==> config.mk <==
export PLATFORM = sky130hd
export DESIGN_NAME = eth_rx_frame_filter
export DESIGN_NICKNAME = d
export VERILOG_FILES = /design/src/rtl/eth_filter_pkg.sv /design/src/rtl/eth_axis_skid2.sv /design/src/rtl/eth_rx_frame_filter.sv
export SDC_FILE = /design/constraint.sdc
export NUM_CORES = 1
export LEC_CHECK = 0
export BUFFER_PORTS_ARGS = -buffer_cell sky130_fd_sc_hd__buf_2
export CAP_MARGIN = 25
export CORE_MARGIN = 10
export CORE_UTILIZATION = 50
export DETAILED_ROUTE_END_ITERATION = 10
export PLACE_DENSITY = 0.84
export SYNTH_ARGS = -nofsm -noshare
export SYNTH_HDL_FRONTEND = slang
export SYNTH_HIERARCHICAL = 1
export SYNTH_SLANG_ARGS = --single-unit
export TNS_END_PERCENT = 30
==> constraint.sdc <==
create_clock -name clk_i -period 5.1 [get_ports clk_i]
set_input_delay 0.765 -clock clk_i [delete_from_list [all_inputs] [get_ports clk_i]]
set_output_delay 0.765 -clock clk_i [all_outputs]
set_load 0.02 [all_outputs]
==> src/rtl/eth_filter_pkg.sv <==
// Shared definitions for the Ethernet RX frame filter: FSM state encoding,
// accepted ethertypes, broadcast address, header byte offsets and header
// field extraction helpers.
package eth_filter_pkg;

   typedef enum logic [2:0] {
      ST_IDLE  = 3'd0,
      ST_HDR   = 3'd1,
      ST_PASS  = 3'd2,
      ST_DROP  = 3'd3,
      ST_DRAIN = 3'd4
   } filt_state_t;

   localparam logic [15:0] ETHERTYPE_IPV4 = 16'h0800;
   localparam logic [15:0] ETHERTYPE_ARP  = 16'h0806;
   localparam logic [47:0] MAC_BROADCAST  = 48'hFFFF_FFFF_FFFF;

   // Byte offsets within the frame (beat0 holds bytes 0-7, beat1 bytes 8-15)
   localparam int DST_OFS       = 0;
   localparam int DST_LEN       = 6;
   localparam int ETHERTYPE_OFS = 12;
   localparam int BEAT_BYTES    = 8;

   // Packed beat layout used by the output buffer: {tuser, tlast, tkeep, tdata}
   localparam int BEAT_W = 64 + 8 + 1 + 1;

   // Destination MAC from beat0; wire byte 0 lands in bits [47:40]
   function automatic logic [47:0] hdr_dst(input logic [63:0] beat0);
      logic [47:0] mac;
      mac = '0;
      for (int i = 0; i < DST_LEN; i++) begin
         mac[47 - 8*i -: 8] = beat0[8*(DST_OFS + i) +: 8];
      end
      return mac;
   endfunction

   // Ethertype from beat1; the first wire byte is the most significant
   function automatic logic [15:0] hdr_ethertype(input logic [63:0] beat1);
      return {beat1[8*(ETHERTYPE_OFS - BEAT_BYTES) +: 8],
              beat1[8*(ETHERTYPE_OFS - BEAT_BYTES + 1) +: 8]};
   endfunction

endpackage

==> src/rtl/eth_axis_skid2.sv <==
// Two-entry output buffer (output register + hold register) for the frame
// filter. The FSM either loads both entries at once (header decision) or
// pushes single beats; upstream ready is "hold empty or consumer ready",
// so beats stream with no bubbles and nothing changes while stalled.
module eth_axis_skid2
   import eth_filter_pkg::*;
(
   input  logic              clk_i,
   input  logic              rst_i,
   input  logic              flush_i,
   input  logic              load2_i,
   input  logic [BEAT_W-1:0] load_out_i,
   input  logic [BEAT_W-1:0] load_hold_i,
   input  logic              push_i,
   input  logic [BEAT_W-1:0] push_beat_i,
   output logic              in_ready_o,
   output logic              m_valid_o,
   output logic [BEAT_W-1:0] m_beat_o,
   input  logic              m_ready_i
);

   logic [BEAT_W-1:0] out_q, out_d;
   logic [BEAT_W-1:0] hold_q, hold_d;
   logic              out_valid_q, out_valid_d;
   logic              hold_valid_q, hold_valid_d;
   logic              pop;

   assign pop        = out_valid_q & m_ready_i;
   assign in_ready_o = ~hold_valid_q | m_ready_i;
   assign m_valid_o  = out_valid_q;
   assign m_beat_o   = out_q;

   // Next-state for both entries: hold always drains into out before new data
   always_comb begin
      out_d        = out_q;
      out_valid_d  = out_valid_q;
      hold_d       = hold_q;
      hold_valid_d = hold_valid_q;
      if (flush_i) begin
         out_valid_d  = 1'b0;
         hold_valid_d = 1'b0;
      end else if (load2_i) begin
         out_d        = load_out_i;
         hold_d       = load_hold_i;
         out_valid_d  = 1'b1;
         hold_valid_d = 1'b1;
      end else if (hold_valid_q) begin
         if (pop) begin
            out_d = hold_q;
            if (push_i) begin
               hold_d = push_beat_i;
            end else begin
               hold_valid_d = 1'b0;
            end
         end
      end else if (push_i) begin
         if (out_valid_q && !pop) begin
            hold_d       = push_beat_i;
            hold_valid_d = 1'b1;
         end else begin
            out_d       = push_beat_i;
            out_valid_d = 1'b1;
         end
      end else if (pop) begin
         out_valid_d = 1'b0;
      end
   end

   // Buffer registers
   always_ff @(posedge clk_i or posedge rst_i) begin
      if (rst_i) begin
         out_q        <= '0;
         hold_q       <= '0;
         out_valid_q  <= 1'b0;
         hold_valid_q <= 1'b0;
      end else begin
         out_q        <= out_d;
         hold_q       <= hold_d;
         out_valid_q  <= out_valid_d;
         hold_valid_q <= hold_valid_d;
      end
   end

endmodule

==> src/rtl/eth_rx_frame_filter.sv <==
// Receive frame filter: inspects the destination MAC (beat0) and ethertype
// (beat1) of each frame and forwards matching unicast/broadcast/multicast
// IPv4 or ARP frames unchanged; everything else is swallowed at full rate.
// Optional statistics counters are built when ETH_RX_FILTER_STATS_EN is
// defined; otherwise pass_count/drop_count are tied to zero.
module eth_rx_frame_filter
   import eth_filter_pkg::*;
#(
   parameter int WIDTH = 64
)
(
   input  logic               clk_i,
   input  logic               rst_i,
   input  logic [47:0]        local_mac,
   input  logic               accept_mcast,
   input  logic [WIDTH-1:0]   s_axis_tdata,
   input  logic [WIDTH/8-1:0] s_axis_tkeep,
   input  logic               s_axis_tvalid,
   input  logic               s_axis_tlast,
   input  logic               s_axis_tuser,
   output logic               s_axis_tready,
   output logic [WIDTH-1:0]   m_axis_tdata,
   output logic [WIDTH/8-1:0] m_axis_tkeep,
   output logic               m_axis_tvalid,
   output logic               m_axis_tlast,
   output logic               m_axis_tuser,
   input  logic               m_axis_tready,
   output logic               frame_drop,
   output logic [31:0]        pass_count,
   output logic [31:0]        drop_count
);

   filt_state_t       state_q;
   logic              run_q;
   logic              frame_drop_q;
   logic [63:0]       hdr_data_q;
   logic [7:0]        hdr_keep_q;
   logic              hdr_user_q;

   logic              s_fire;
   logic              m_last_fire;
   logic [47:0]       dst;
   logic [15:0]       ethertype;
   logic              addr_ok;
   logic              type_ok;
   logic              hdr_pass;
   logic              skid_ready;
   logic              skid_load2;
   logic              skid_push;
   logic              skid_flush;
   logic [BEAT_W-1:0] skid_m_beat;

   assign s_fire      = s_axis_tvalid & s_axis_tready;
   assign m_last_fire = m_axis_tvalid & m_axis_tready & m_axis_tlast;

   // Header decision, evaluated while beat1 is on the input
   assign dst       = hdr_dst(hdr_data_q);
   assign ethertype = hdr_ethertype(s_axis_tdata);
   assign addr_ok   = (dst == local_mac) || (dst == MAC_BROADCAST) ||
                      (accept_mcast && hdr_data_q[0]);
   assign type_ok   = (ethertype == ETHERTYPE_IPV4) || (ethertype == ETHERTYPE_ARP);
   assign hdr_pass  = addr_ok & type_ok;

   // Upstream ready per state; held low until the first clock after reset
   always_comb begin
      s_axis_tready = 1'b0;
      case (state_q)
         ST_IDLE, ST_HDR, ST_DROP: s_axis_tready = run_q;
         ST_PASS:                  s_axis_tready = run_q & skid_ready;
         default:                  s_axis_tready = 1'b0;
      endcase
   end

   assign skid_load2 = (state_q == ST_HDR) && s_fire && hdr_pass;
   assign skid_push  = (state_q == ST_PASS) && s_fire;
   assign skid_flush = (state_q == ST_IDLE);

   eth_axis_skid2 u_skid (
      .clk_i       (clk_i),
      .rst_i       (rst_i),
      .flush_i     (skid_flush),
      .load2_i     (skid_load2),
      .load_out_i  ({hdr_user_q, 1'b0, hdr_keep_q, hdr_data_q}),
      .load_hold_i ({s_axis_tuser, s_axis_tlast, s_axis_tkeep, s_axis_tdata}),
      .push_i      (skid_push),
      .push_beat_i ({s_axis_tuser, s_axis_tlast, s_axis_tkeep, s_axis_tdata}),
      .in_ready_o  (skid_ready),
      .m_valid_o   (m_axis_tvalid),
      .m_beat_o    (skid_m_beat),
      .m_ready_i   (m_axis_tready)
   );

   assign {m_axis_tuser, m_axis_tlast, m_axis_tkeep, m_axis_tdata} = skid_m_beat;
   assign frame_drop = frame_drop_q;

   // Frame FSM: header capture, pass/drop decision, drop pulse, drain wait
   always_ff @(posedge clk_i or posedge rst_i) begin
      if (rst_i) begin
         state_q      <= ST_IDLE;
         run_q        <= 1'b0;
         frame_drop_q <= 1'b0;
         hdr_data_q   <= '0;
         hdr_keep_q   <= '0;
         hdr_user_q   <= 1'b0;
      end else begin
         run_q        <= 1'b1;
         frame_drop_q <= 1'b0;
         case (state_q)
            ST_IDLE: begin
               if (s_fire) begin
                  if (s_axis_tlast) begin
                     frame_drop_q <= 1'b1;
                  end else begin
                     hdr_data_q <= s_axis_tdata;
                     hdr_keep_q <= s_axis_tkeep;
                     hdr_user_q <= s_axis_tuser;
                     state_q    <= ST_HDR;
                  end
               end
            end
            ST_HDR: begin
               if (s_fire) begin
                  if (hdr_pass) begin
                     state_q <= s_axis_tlast ? ST_DRAIN : ST_PASS;
                  end else begin
                     frame_drop_q <= 1'b1;
                     state_q      <= s_axis_tlast ? ST_IDLE : ST_DROP;
                  end
               end
            end
            ST_PASS: begin
               if (s_fire && s_axis_tlast) state_q <= ST_DRAIN;
            end
            ST_DROP: begin
               if (s_fire && s_axis_tlast) state_q <= ST_IDLE;
            end
            ST_DRAIN: begin
               if (m_last_fire) state_q <= ST_IDLE;
            end
            default: state_q <= ST_IDLE;
         endcase
      end
   end

`ifdef ETH_RX_FILTER_STATS_EN
   logic [31:0] pass_count_q;
   logic [31:0] drop_count_q;

   // Frame statistics, wrapping modulo 2^32
   always_ff @(posedge clk_i or posedge rst_i) begin
      if (rst_i) begin
         pass_count_q <= '0;
         drop_count_q <= '0;
      end else begin
         if (m_last_fire)  pass_count_q <= pass_count_q + 32'd1;
         if (frame_drop_q) drop_count_q <= drop_count_q + 32'd1;
      end
   end

   assign pass_count = pass_count_q;
   assign drop_count = drop_count_q;
`else
   assign pass_count = 32'd0;
   assign drop_count = 32'd0;
`endif

endmodule
After elaboration in Yosys (flattened, before gate mapping)
Cells that the tools add are included.

storage, ports and cells
  bits in registers = 228
  input port bits = 127
  output and inout bits = 141
  logic and storage cells = 98

cells by class
  equal/unequal tests = 19
  multiplexer cells = 40
  bitwise logic cells = 9
  reductions and logical operators = 20

operators by type and width
  cell                  count
  $mux 74               11
  $eq 48x48->1          1
  $eq 48x48->1 const B  1
  $eq 16x12->1 const B  2
  $mux 3                8
  $mux 1                17
  $pmux 3 s5            1
  $ne 2x2->1 const B    5
  $ne 3x3->1 const B    3
  $eq 3x2->1 const B    2
  $logic_and 1x1->1     6
  $reduce_and 3->1      2
  $reduce_and 6->1      1
  $reduce_bool 3->1     2
  $and 1x1->1           5
  $reduce_and 5->1      1
  $ne 4x4->1 const B    1
  $pmux 1 s2            2
  $reduce_and 4->1      1
  $reduce_bool 4->1     1
  $eq 3x1->1 const B    1
  $eq 3x3->1 const B    1
  $logic_not 3->1       1
  $logic_or 1x1->1      3
  other kinds (7)       9

Depth between registers and ports, before layout
Gate-level depths: netlist of run 1.

  depth in word-level cells = 11
  gate-level depth with buffers = 14
  mapped depth without buffers = 10

Hierarchy
Netlist of run 1, hierarchy kept.

by module, submodules not included
  module               times used  cells each  area an instance (µm²)  seq. area each (µm²)
  eth_axis_skid2       1           744         8,050.2                 3,753.6
  eth_rx_frame_filter  1           342         4,215.3                 1,951.9

Worst setup path after synthesis of run 1
No wires, ideal clock.

  path type = in2reg
  start = input local_mac[14]
  end = register u_skid.out_q[67] (netlist: u_skid/m_beat_o[67])
  setup time = 0.125 ns
  arrival = 2.848 ns
  data required time = 4.975 ns
  path slack = 2.127 ns
  stages on the path = 11
  path buffers = 3
  cell sequence = xor2_1 > nor4_1 > nand4_1 > nor4_2 > nor2_1 > nor2_1 > buf_2 > buf_4 > clkbuf_1 > o21ai_0 > mux2_4

on the way
  word-level cells in the longest chain between the ends = 7
  elaborated cells between the ends (all ways) = 10

ends and longest elaborated chain
  item                                          RTL line                   source
  start: declaration                            eth_rx_frame_filter.sv:14  input logic [47:0] local_mac,
  $eq 48x48->1 *                                eth_rx_frame_filter.sv:59  assign addr_ok = (dst == local_mac) || (dst == MAC_BROADCAST) ||
  $logic_or 1x1->1 * (2 in series)              eth_rx_frame_filter.sv:59
  $and 1x1->1 *                                 eth_rx_frame_filter.sv:62  assign hdr_pass = addr_ok & type_ok;
  $logic_and 1x1->1 *                           eth_rx_frame_filter.sv:74  assign skid_load2 = (state_q == ST_HDR) && s_fire && hdr_pass;
  net skid_load2                                eth_rx_frame_filter.sv:48  logic skid_load2;
  $ne 3x2->1 (no line) (tied with other cells)  -
  $reduce_and 4->1 (no line)                    -
  end signal: assignment                        eth_axis_skid2.sv:77       out_q <= out_d;
  end: declaration                              eth_axis_skid2.sv:22       logic [BEAT_W-1:0] out_q, out_d;

The timed path passes the listed nets; every way through them passes the cells marked *.
A chain may end at the register's enable or synchronous reset.

Final worst setup path of run 1
  start = register hdr_data_q[38]
  end = register u_skid.out_q[64] (netlist: u_skid/m_beat_o[64])

on the way
  word-level cells in the longest chain between the ends = 7
  elaborated cells between the ends (all ways) = 11

ends and longest elaborated chain
  item                                          RTL line                    source
  start: declaration                            eth_rx_frame_filter.sv:36   logic [63:0] hdr_data_q;
  start signal: assignment                      eth_rx_frame_filter.sv:114  hdr_data_q <= s_axis_tdata;
  $eq 48x48->1                                  eth_rx_frame_filter.sv:59
  $logic_or 1x1->1 * (2 in series)              eth_rx_frame_filter.sv:59
  $and 1x1->1 *                                 eth_rx_frame_filter.sv:62
  $logic_and 1x1->1 *                           eth_rx_frame_filter.sv:74
  net skid_load2                                eth_rx_frame_filter.sv:48
  $ne 3x2->1 (no line) (tied with other cells)  -
  $reduce_and 4->1 (no line)                    -

Marks and branches as above.

==> results.cfg, run 1 <==
[sta]
grt_setup_unrepaired = no
clock.fmax_ghz = 0.271
slew_headroom_pct = 33.5
skew_ps = 12.8
final.setup.tns_ps = 0
period_share_pct = 72.3
setup_viol = 0
final_hold_viol_count = 0
period_needed_ps = 3690
tightestPinTransition_ps = 997
slew_viol_final = 0

[final_layout]
fin_area_mm2 = 0.0141
layout.cells.non_filler = 1606
drive_above_1_share_pct = 32.0
area_growth_pct = 14.9
nets = 1389
multi_input_area_mm2 = 0.00590
fillers = 2053
seqCellArea_mm2 = 0.00571

[worst_setup_path]
crit_chain = xor2_1 -> nor4_1 -> nand4_1 -> nor4_2 -> nor2_1 -> nor2_4 -> buf_4 -> o21ai_0 -> mux2_2
endpoint_kind = register
critical_path_buf_inv_count = 1
worst-setup-path-type = reg2reg
cp.arrival_ps = 4090
crit_family = simple AND/OR/NAND/NOR gates
worstPathRequired_ps = 5500
cp_slowest_cell = buf_4
crit_fanout = 88
cp-start-kind = register
cpPeakStageDelay_ps = 770

[place]
dp_hpwl_mm = 22.4
placedCellCount = 1557
gp_congestion = 0.828
io_buffer_count = 203
placed_area_mm2 = 0.0132

[logic_synthesis]
synth-seq-cells = 228
netlist-cell-type-count = 41
yosysSeqAreaShare_pct = 46.5
syn-cell-area_mm2 = 0.0123
async_reset_ff_share_pct = 100
synth-edff-count = 0
ys.flop_type = dfrtp_1
ys_warn_count = 6
avgSynthCellArea_um2 = 11.3
synth_cells = 1086

[floorplanning]
dieArea_mm2 = 0.0312
fp.dieW_um = 177
io_pins = 268
die_h_um = 177
fp-row-count = 57
coreArea_mm2 = 0.0242
start_util_pct = 50.6

[cts]
clkLatencyLatePin_ps = 530
clkTransAtPathRegs_ps = 60
htreeDepth = 1
clock-sinks = 228
cts_buffers = 26
cts_setup_buffers = 0
hold_buffers = 0
cts_root_buf = clkbuf_16
cts_tree = built
clk_path_buf_depth = 3
cts_resized = 0

[power]
leakagePower_nw = 6.10
sw_frac_of_total_pct = 33.9
total_power_mw = 7.03
ir_drop_v = 0.000347
p_int_mw = 4.65
seqPwrFrac_pct = 43.4
clock_power_share_pct = 27.5
power_density_mw_per_mm2 = 499
p_switching_mw = 2.38
combinationalPowerShare_pct = 29.0

[drt]
drt-vias-per-instance = 5.34
ant_nets = 0
drt-wirelength-per-cell_um = 20.3
wl_mm = 32.6
dr_total_vias = 8579
drt_iter0_drc = 740
drc_errors = 0
drtPass1Iterations = 4

[global_route]
antenna_found_initial = 6
grt_max_degree = 136
grt_overflow = 0
grt_usage_pct = 20.1
grt_first_pass_wirelength_mm = 49.9
grt_pass1_vias = 8821

[status]
status = finished clean

[job]
drv_cap = 0

[hold_path]
holdCritPathClass = in2async
routing by layer:
layer  vias up  GRT usage [%]  share of wire [%]
met5         -              0               0.14
met4         8           4.10                1.6
met3        44           5.50                8.2
met2       280           32.8                 47
met1      4222           26.3                 43
li1       4025              -                  -
path summary, 6_finish.rpt:
kind,slack (ps),start,cells after the start,end
min in group clk_i,480,u_skid/hold_q[63]$_DFFE_PP0P_,2,u_skid/hold_q[63]$_DFFE_PP0P_
hold / removal,350,rst_i,2,hdr_data_q[62]$_DFFE_PP0P_
hold reg to reg,480,u_skid/hold_q[63]$_DFFE_PP0P_,2,u_skid/hold_q[63]$_DFFE_PP0P_
setup / recovery,1410,hdr_data_q[38]$_DFFE_PP0P_,9,u_skid/m_beat_o[64]$_DFFE_PP0P_
max in group asynchronous,3580,rst_i,3,hdr_keep_q[6]$_DFFE_PP0P_
setup reg to reg,1410,hdr_data_q[38]$_DFFE_PP0P_,9,u_skid/m_beat_o[64]$_DFFE_PP0P_
kinds of logic (layout without fill, tap and decap cells):
group	Yosys count	count (layout)	share of synthesized area, %
XOR/XNOR	49	49	3.50
flip-flops	228	228	46.5
other	2	68	0.0612
AND/OR/NAND/NOR	210	210	7.72
buffers and inverters	137	267	7.63
multiplexers	295	295	27.4
AO/OA/AOI/OAI	165	165	7.16
final cells by class:
type                       instances  share of cell area, %
multi-input combinational        785                   41.9
sequential                       228                   40.5
timing repair buffer             215                   8.12
clock buffer                      43                   5.93
tap                              324                   2.88
clock inverter                     3                  0.462
inverter                           6                  0.204
antenna                            2                 0.0355
power by group through the flow:
stage,clock network (mW),logic (mW),registers (mW)
2_1_floorplan,0,1.15,3.21
3_3_place_gp,0,1.99,3.04
3_5_place_dp,0,2.06,3.07
4_1_cts,1.98,2.07,3.05
5_1_grt,2.05,2.20,3.13
6_report,1.94,2.04,3.05
layout by cell type, fill, tap and decap left out, types with 4 or more instances in the layout:
| cell | count |
|---|---|
| nor4_1 | 16 |
| o21ai_1 | 29 |
| clkbuf_1 | 6 |
| mux2i_1 | 148 |
| nand4_1 | 16 |
| mux2_1 | 5 |
| mux2_2 | 82 |
| nand2_1 | 151 |
| buf_4 | 9 |
| o21ai_0 | 120 |
| a21oi_1 | 4 |
| clkbuf_16 | 27 |
| mux2_4 | 60 |
| clkbuf_8 | 10 |
| dfrtp_1 | 227 |
| conb_1 | 66 |
| nand3_1 | 4 |
| xor2_1 | 49 |
| inv_1 | 4 |
| buf_2 | 203 |
| nor4_2 | 4 |
cells in the mapped netlist, types with 3 or more instances:
library cell	count	area, µm²
mux2i_1	148	1480
nor3_1	3	15.0
nand3_1	4	20.0
buf_6	15	169
o21ai_1	29	145
dfrtp_1	228	5710
o21ai_0	120	601
clkbuf_1	19	71.3
nor4_2	4	50.1
mux2_2	82	923
nand2_1	151	567
nand2b_1	3	18.8
nor2b_1	4	25.0
nor4_1	16	100
nor2_1	4	15.0
mux2_4	60	901
nand4_1	16	100
buf_2	21	105
xor2_1	49	429
mux2_1	5	56.3
buf_4	75	563
inv_1	6	22.5
a21oi_1	4	20.0
per-stage QoR:
stage / setup WS [ps] / hold WS [ps] / utilization, %
after floorplan: 299 / 450 / -
after global placement: 1100 / 461 / 54.3
after detailed placement: 1040 / 470 / 54.3
after CTS: 1420 / 361 / 58.0
after global routing: 1220 / 380 / 58.1
final: 1410 / 354 / 58.1
sequential cells by signal, summed over array words and instances (netlist names):
signal and cells:
u_skid/hold_valid_q 1, frame_drop 1, run_q 1, hdr_user_q 1, u_skid/m_valid_o 1, u_skid/m_beat_o 74
u_skid/hold_q 74, hdr_data_q 64, hdr_keep_q 8, state_q 3
No activity file was read; power rests on OpenSTA's default activity.
==> run 2: changes to the inputs <==
- clock period: 5.1 -> 3 ns (I/O delays scaled with it)
==> run 2 against run 1 <==
- the flow now finishes with violations (hold timing)
- power rose by 72%
- global-route usage grew 1.1 points
- via count increased by 6.1%
- register-to-register slack lost 1400 ps
- critical endpoint is now u_skid/m_beat_o[28]$_DFFE_PP0P_
==> results.cfg, run 2 (same netlist as run 1, synthesis figures left out) <==
[power]
leakagePower_nw = 6.52
combinationalPowerShare_pct = 33.0
clock_power_share_pct = 24.8
sw_frac_of_total_pct = 34.8
ir_drop_v = 0.000506
power_density_mw_per_mm2 = 806
seqPwrFrac_pct = 42.2
total_power_mw = 12.1
p_int_mw = 7.87
p_switching_mw = 4.20

[final_layout]
final_cell_mix = dfrtp_1, buf_2, nand2_1
area_growth_pct = 22.1
nets = 1451
mostFrequentLayoutCell = dfrtp_1
fillers = 1927
drive_above_1_share_pct = 36.0

[worst_setup_path]
r2r-end = u_skid/m_beat_o[28]$_DFFE_PP0P_
crit_fanout = 8
endpoint_kind = register
worstPathRequired_ps = 3400
reg2reg_depth = 11
r2r_slack_ps = 50
cp.arrival_ps = 3350
worstReg2RegStart = hdr_data_q[2]$_DFFE_PP0P_
worst-setup-path-type = reg2reg
cp-start-kind = register

[drt]
highest_layer = met5
ant_nets = 0
wl_met1_mm = 14.2
drc_errors = 0
met2_length_mm = 16.9
drtPass1Iterations = 5
drt-vias-per-instance = 5.45
dr_total_vias = 9105
drt-wirelength-per-cell_um = 21.1
wl_mm = 35.3
wl_met3_mm = 3.02
drt_iter0_drc = 570

[sta]
slew_headroom_pct = 35.9
period_share_pct = 98.4
slew_viol_final = 0
holdWs_ps = -0.492
tightestPinTransition_ps = 962
worst_slack_ps = 47.5
period_needed_ps = 2950
setup_viol = 0
final_hold_viol_count = 3
grt_setup_unrepaired = yes
skew_ps = 10.7
clock.fmax_ghz = 0.339

[floorplanning]
dieArea_mm2 = 0.0312
die_h_um = 177
fp.dieW_um = 177
coreArea_mm2 = 0.0242
start_util_pct = 50.6
io_pins = 268
fp-row-count = 57

[cts]
clock-sinks = 228
hold_buffers = 0
clkTransAtPathRegs_ps = 60
cts_root_buf = clkbuf_16
clkLatencyLatePin_ps = 530
cts_tree = built
clk_path_buf_depth = 3
htreeDepth = 1
cts_buffers = 26

[global_route]
grt_pass1_vias = 9388
grt_first_pass_wirelength_mm = 53.0
grt_usage_pct = 21.2
grt_max_degree = 65
antenna_found_initial = 11
grt_overflow = 0

[place]
dp_slack_ps = -480
gp_congestion = 0.878
dp_hpwl_mm = 24.0
io_buffer_count = 203

[status]
violations = hold timing
status = complete, but fails checks

[hold_path]
holdCritPathClass = in2async

[job]
drv_cap = 0
run 2: cell count changes in the layout (fill, tap and decap cells not counted), moves of 5 or more:
cell	previous run	this run
buf_6	0	8
mux2_2	82	77
buf_4	9	38
buf_16	0	8
buf_12	3	14
clkbuf_8	10	4
mux2_4	60	66
run 2: metrics by stage:
stage               hold slack (ps)  utilization (%)  area, µm²  instances  setup TNS [ps]
floorplan                       450                -      12500       1150               0
global placement                461             56.3      13700       1599          -56540
detailed placement              470             56.3      13700       1599          -59120
CTS                            4.22             60.7      14700       1658               0
global route                   30.3             61.7      15000       1669           -4760
finish                       -0.492             61.8      15000       1672               0
run 2: how the worst max path moves through the flow:
stage	startpoint	endpoint	slack (ps)	depth (start not counted)
after global placement	local_mac[18]	u_skid/m_beat_o[55]$_DFFE_PP0P_	-450	11
after global routing	hdr_data_q[12]$_DFFE_PP0P_	u_skid/m_beat_o[33]$_DFFE_PP0P_	-100	12
after detailed placement	local_mac[18]	u_skid/m_beat_o[69]$_DFFE_PP0P_	-480	11
after CTS	hdr_data_q[38]$_DFFE_PP0P_	u_skid/m_beat_o[28]$_DFFE_PP0P_	30	12
final	hdr_data_q[2]$_DFFE_PP0P_	u_skid/m_beat_o[28]$_DFFE_PP0P_	50	11
after floorplan	local_mac[14]	u_skid/m_beat_o[67]$_DFFE_PP0P_	340	11
run 2: cell type report:
type                            count  area (µm²)  share of cell area (%)
Antenna cell                        5        12.5                  0.0835
Clock buffer                       41         768                    5.13
Clock inverter                      6        32.5                   0.217
Inverter                            6        27.5                   0.184
Multi-Input combinational cell    786        6020                    40.2
Sequential cell                   228        5710                    38.2
Tap cell                          324         405                    2.71
Timing Repair Buffer              276        2000                    13.3
run 2: what timing repair did:
action	in CTS	in global routing
setup endpoints to repair	149	143
gates resized for setup	18	26
buffers inserted	6	5
pin swaps	2	9
cloned	6	4
run 2: metal layers:
metal	vias to the layer above	track usage [%]
met3	71	6.06
li1	4175	-
met2	345	35.1
met5	-	0
met4	10	6.58
met1	4504	26.2
run 2: power by group through the flow:
stage	clock, mW	combinational [mW]	sequential, mW
4_1_cts	3.05	3.89	5.07
5_1_grt	3.17	4.27	5.23
6_report	2.99	3.99	5.09
3_3_place_gp	0	3.73	5.06
2_1_floorplan	0	1.95	5.45
3_5_place_dp	0	3.83	5.10
run 2: critical path: stages (launching register included):
cell and delay [ps]:
dfrtp_2 450, xor2_1 170, nor4_2 380, nand4_1 200, nor4_4 370, nor2_2 90, nor2_4 150, inv_2 70
a21oi_4 250, buf_12 210, buf_16 160, mux2_4 310
==> run 3: changes to the inputs <==
- CORE_UTILIZATION: 50 -> 35
- GPL_TIMING_DRIVEN: unset -> 1
- PLACE_DENSITY: 0.84 -> 0.65
==> run 3 against run 2 <==
- non-clock buffer count down 2
- the run now ends clean
- final area increased by 1.1%
- die area grew 38%
- fmax rose by 3.5%
- clock power is 19% higher
- critical path depth increased by 1
- power is 4.1% higher
- sequential cell count did not move
- combinational power shrank 2%
- final cell count up 7.8%
- via count shrank 3.9%
- largest power group unchanged
==> results.cfg, run 3 (same netlist as run 1, synthesis figures left out) <==
[final_layout]
nets = 1450
fillers = 3294
layout.cells.non_filler = 1802
seqCellArea_mm2 = 0.00571
fin_area_mm2 = 0.0151
final_util_pct = 43.8
area_growth_pct = 23.5
mostFrequentLayoutCell = dfrtp_1
final_cell_mix = dfrtp_1, buf_2, nand2_1
multi_input_area_mm2 = 0.00595
drive_above_1_share_pct = 35.8

[floorplanning]
coreArea_mm2 = 0.0345
start_util_pct = 35.5
dieArea_mm2 = 0.0429
die_h_um = 207
fp-row-count = 68
io_pins = 268
fp.dieW_um = 207

[power]
seqPwrFrac_pct = 40.4
p_switching_mw = 4.28
clock_power_share_pct = 28.4
ir_drop_v = 0.000429
total_power_mw = 12.6
leakagePower_nw = 6.55
sw_frac_of_total_pct = 34.0
p_int_mw = 8.28
power_density_mw_per_mm2 = 829
combinationalPowerShare_pct = 31.3

[cts]
hold_buffers = 0
cts_buffers = 28
htreeDepth = 1
clk_path_buf_depth = 3
clkLatencyLatePin_ps = 550
clock-sinks = 228
cts_root_buf = clkbuf_16
clkTransAtPathRegs_ps = 60
cts_tree = built

[sta]
final_hold_viol_count = 0
tightestPinTransition_ps = 647
slew_headroom_pct = 56.7
period_share_pct = 95.1
clock.fmax_ghz = 0.351
slew_viol_final = 0
setup_viol = 0
period_needed_ps = 2850
holdWs_ps = 44.2
skew_ps = 23.4

[worst_setup_path]
endpoint_kind = register
worst-setup-path-type = reg2reg
cp.arrival_ps = 3270
reg2reg_depth = 12
crit_fanout = 8
worstPathRequired_ps = 3410
cp-start-kind = register

[hold_path]
holdCritPathClass = in2async

[drt]
drc_errors = 0
drt_iter0_drc = 452
dr_total_vias = 8752
drt-wirelength-per-cell_um = 20.3
drt-vias-per-instance = 4.86
drtPass1Iterations = 5
ant_nets = 0
wl_mm = 36.6

[global_route]
antenna_found_initial = 9
grt_overflow = 0
grt_usage_pct = 16.4
grt_max_degree = 93
grt_first_pass_wirelength_mm = 56.4
grt_pass1_vias = 9178

[place]
placed_area_mm2 = 0.0139
gp_congestion = 0.821
io_buffer_count = 203
placedCellCount = 1737
dp_hpwl_mm = 26.1

[job]
drv_cap = 0

[status]
status = finished clean
[run 3: cell count changes in the layout (fill, tap and decap cells not counted), moves of 3 or more]
cell and change:
bufinv_16 +4, mux2_2 +5, buf_6 -5, diode_2 -3
buf_12 +5, buf_16 -5, mux2_4 -6, buf_4 +5
[run 3: critical path, cell delays in order (launching register included)]
cell       delay (ps)
dfrtp_1           430
xor2_1            170
nor4_2            300
buf_4             160
nand4_1           140
nor4_4            330
nor2_2            110
nor2_4            140
inv_2              70
a21oi_4           160
buf_8             180
clkbuf_16         180
mux2_2            330
[run 3: cell type report]
cell class / count / share of cell area, %
tap: 455 / 3.76
clock inverter: 11 / 1.07
timing repair buffer: 274 / 12.6
clock buffer: 41 / 5.35
multi-input combinational: 785 / 39.3
inverter: 6 / 0.182
antenna: 2 / 0.0330
sequential: 228 / 37.7
[run 3: routing by layer]
layer	wire length [µm]	GRT usage, %	vias up
li1	-	-	4155
met1	16100	21.1	4315
met2	17200	26.6	212
met3	2280	4.69	56
met4	824	3.89	14
met5	110	0	-
[run 3: path summary, 6_finish.rpt]
path                                                from                         endpoint  slack (ps)
max                           hdr_data_q[38]$_DFFE_PP0P_  u_skid/m_beat_o[60]$_DFFE_PP0P_         150
min                                                rst_i       hdr_data_q[61]$_DFFE_PP0P_          40
max reg2reg                   hdr_data_q[38]$_DFFE_PP0P_  u_skid/m_beat_o[60]$_DFFE_PP0P_         150
min reg2reg                u_skid/hold_q[51]$_DFFE_PP0P_    u_skid/hold_q[51]$_DFFE_PP0P_         480
max in group asynchronous                          rst_i    u_skid/hold_valid_q$_DFF_PP0_        2460
min in group clk_i                      s_axis_tdata[16]       hdr_data_q[16]$_DFFE_PP0P_         180
[run 3: what timing repair did]
item                                    in CTS  in global routing
endpoints found under the setup margin     143                121
buffers inserted                             5                  2
gates cloned                                 3                  1
resized for setup                           10                  9
pin swaps                                    4                  3
[run 3: stage by stage]
stage	setup WS, ps	setup TNS [ps]
after floorplan	342	0
after global placement	-211	-25910
after detailed placement	-252	-28430
after CTS	6.99	0
after global routing	-13.9	-33.6
final	147	0
[run 3: power by group through the flow]
stage	Sequential, mW	Clock, mW	Combinational [mW]
floorplan	5.45	0	1.95
global route	5.22	3.78	4.24
global placement	5.08	0	3.79
detailed placement	5.12	0	3.86
finish	5.07	3.56	3.93
CTS	5.08	3.65	3.93
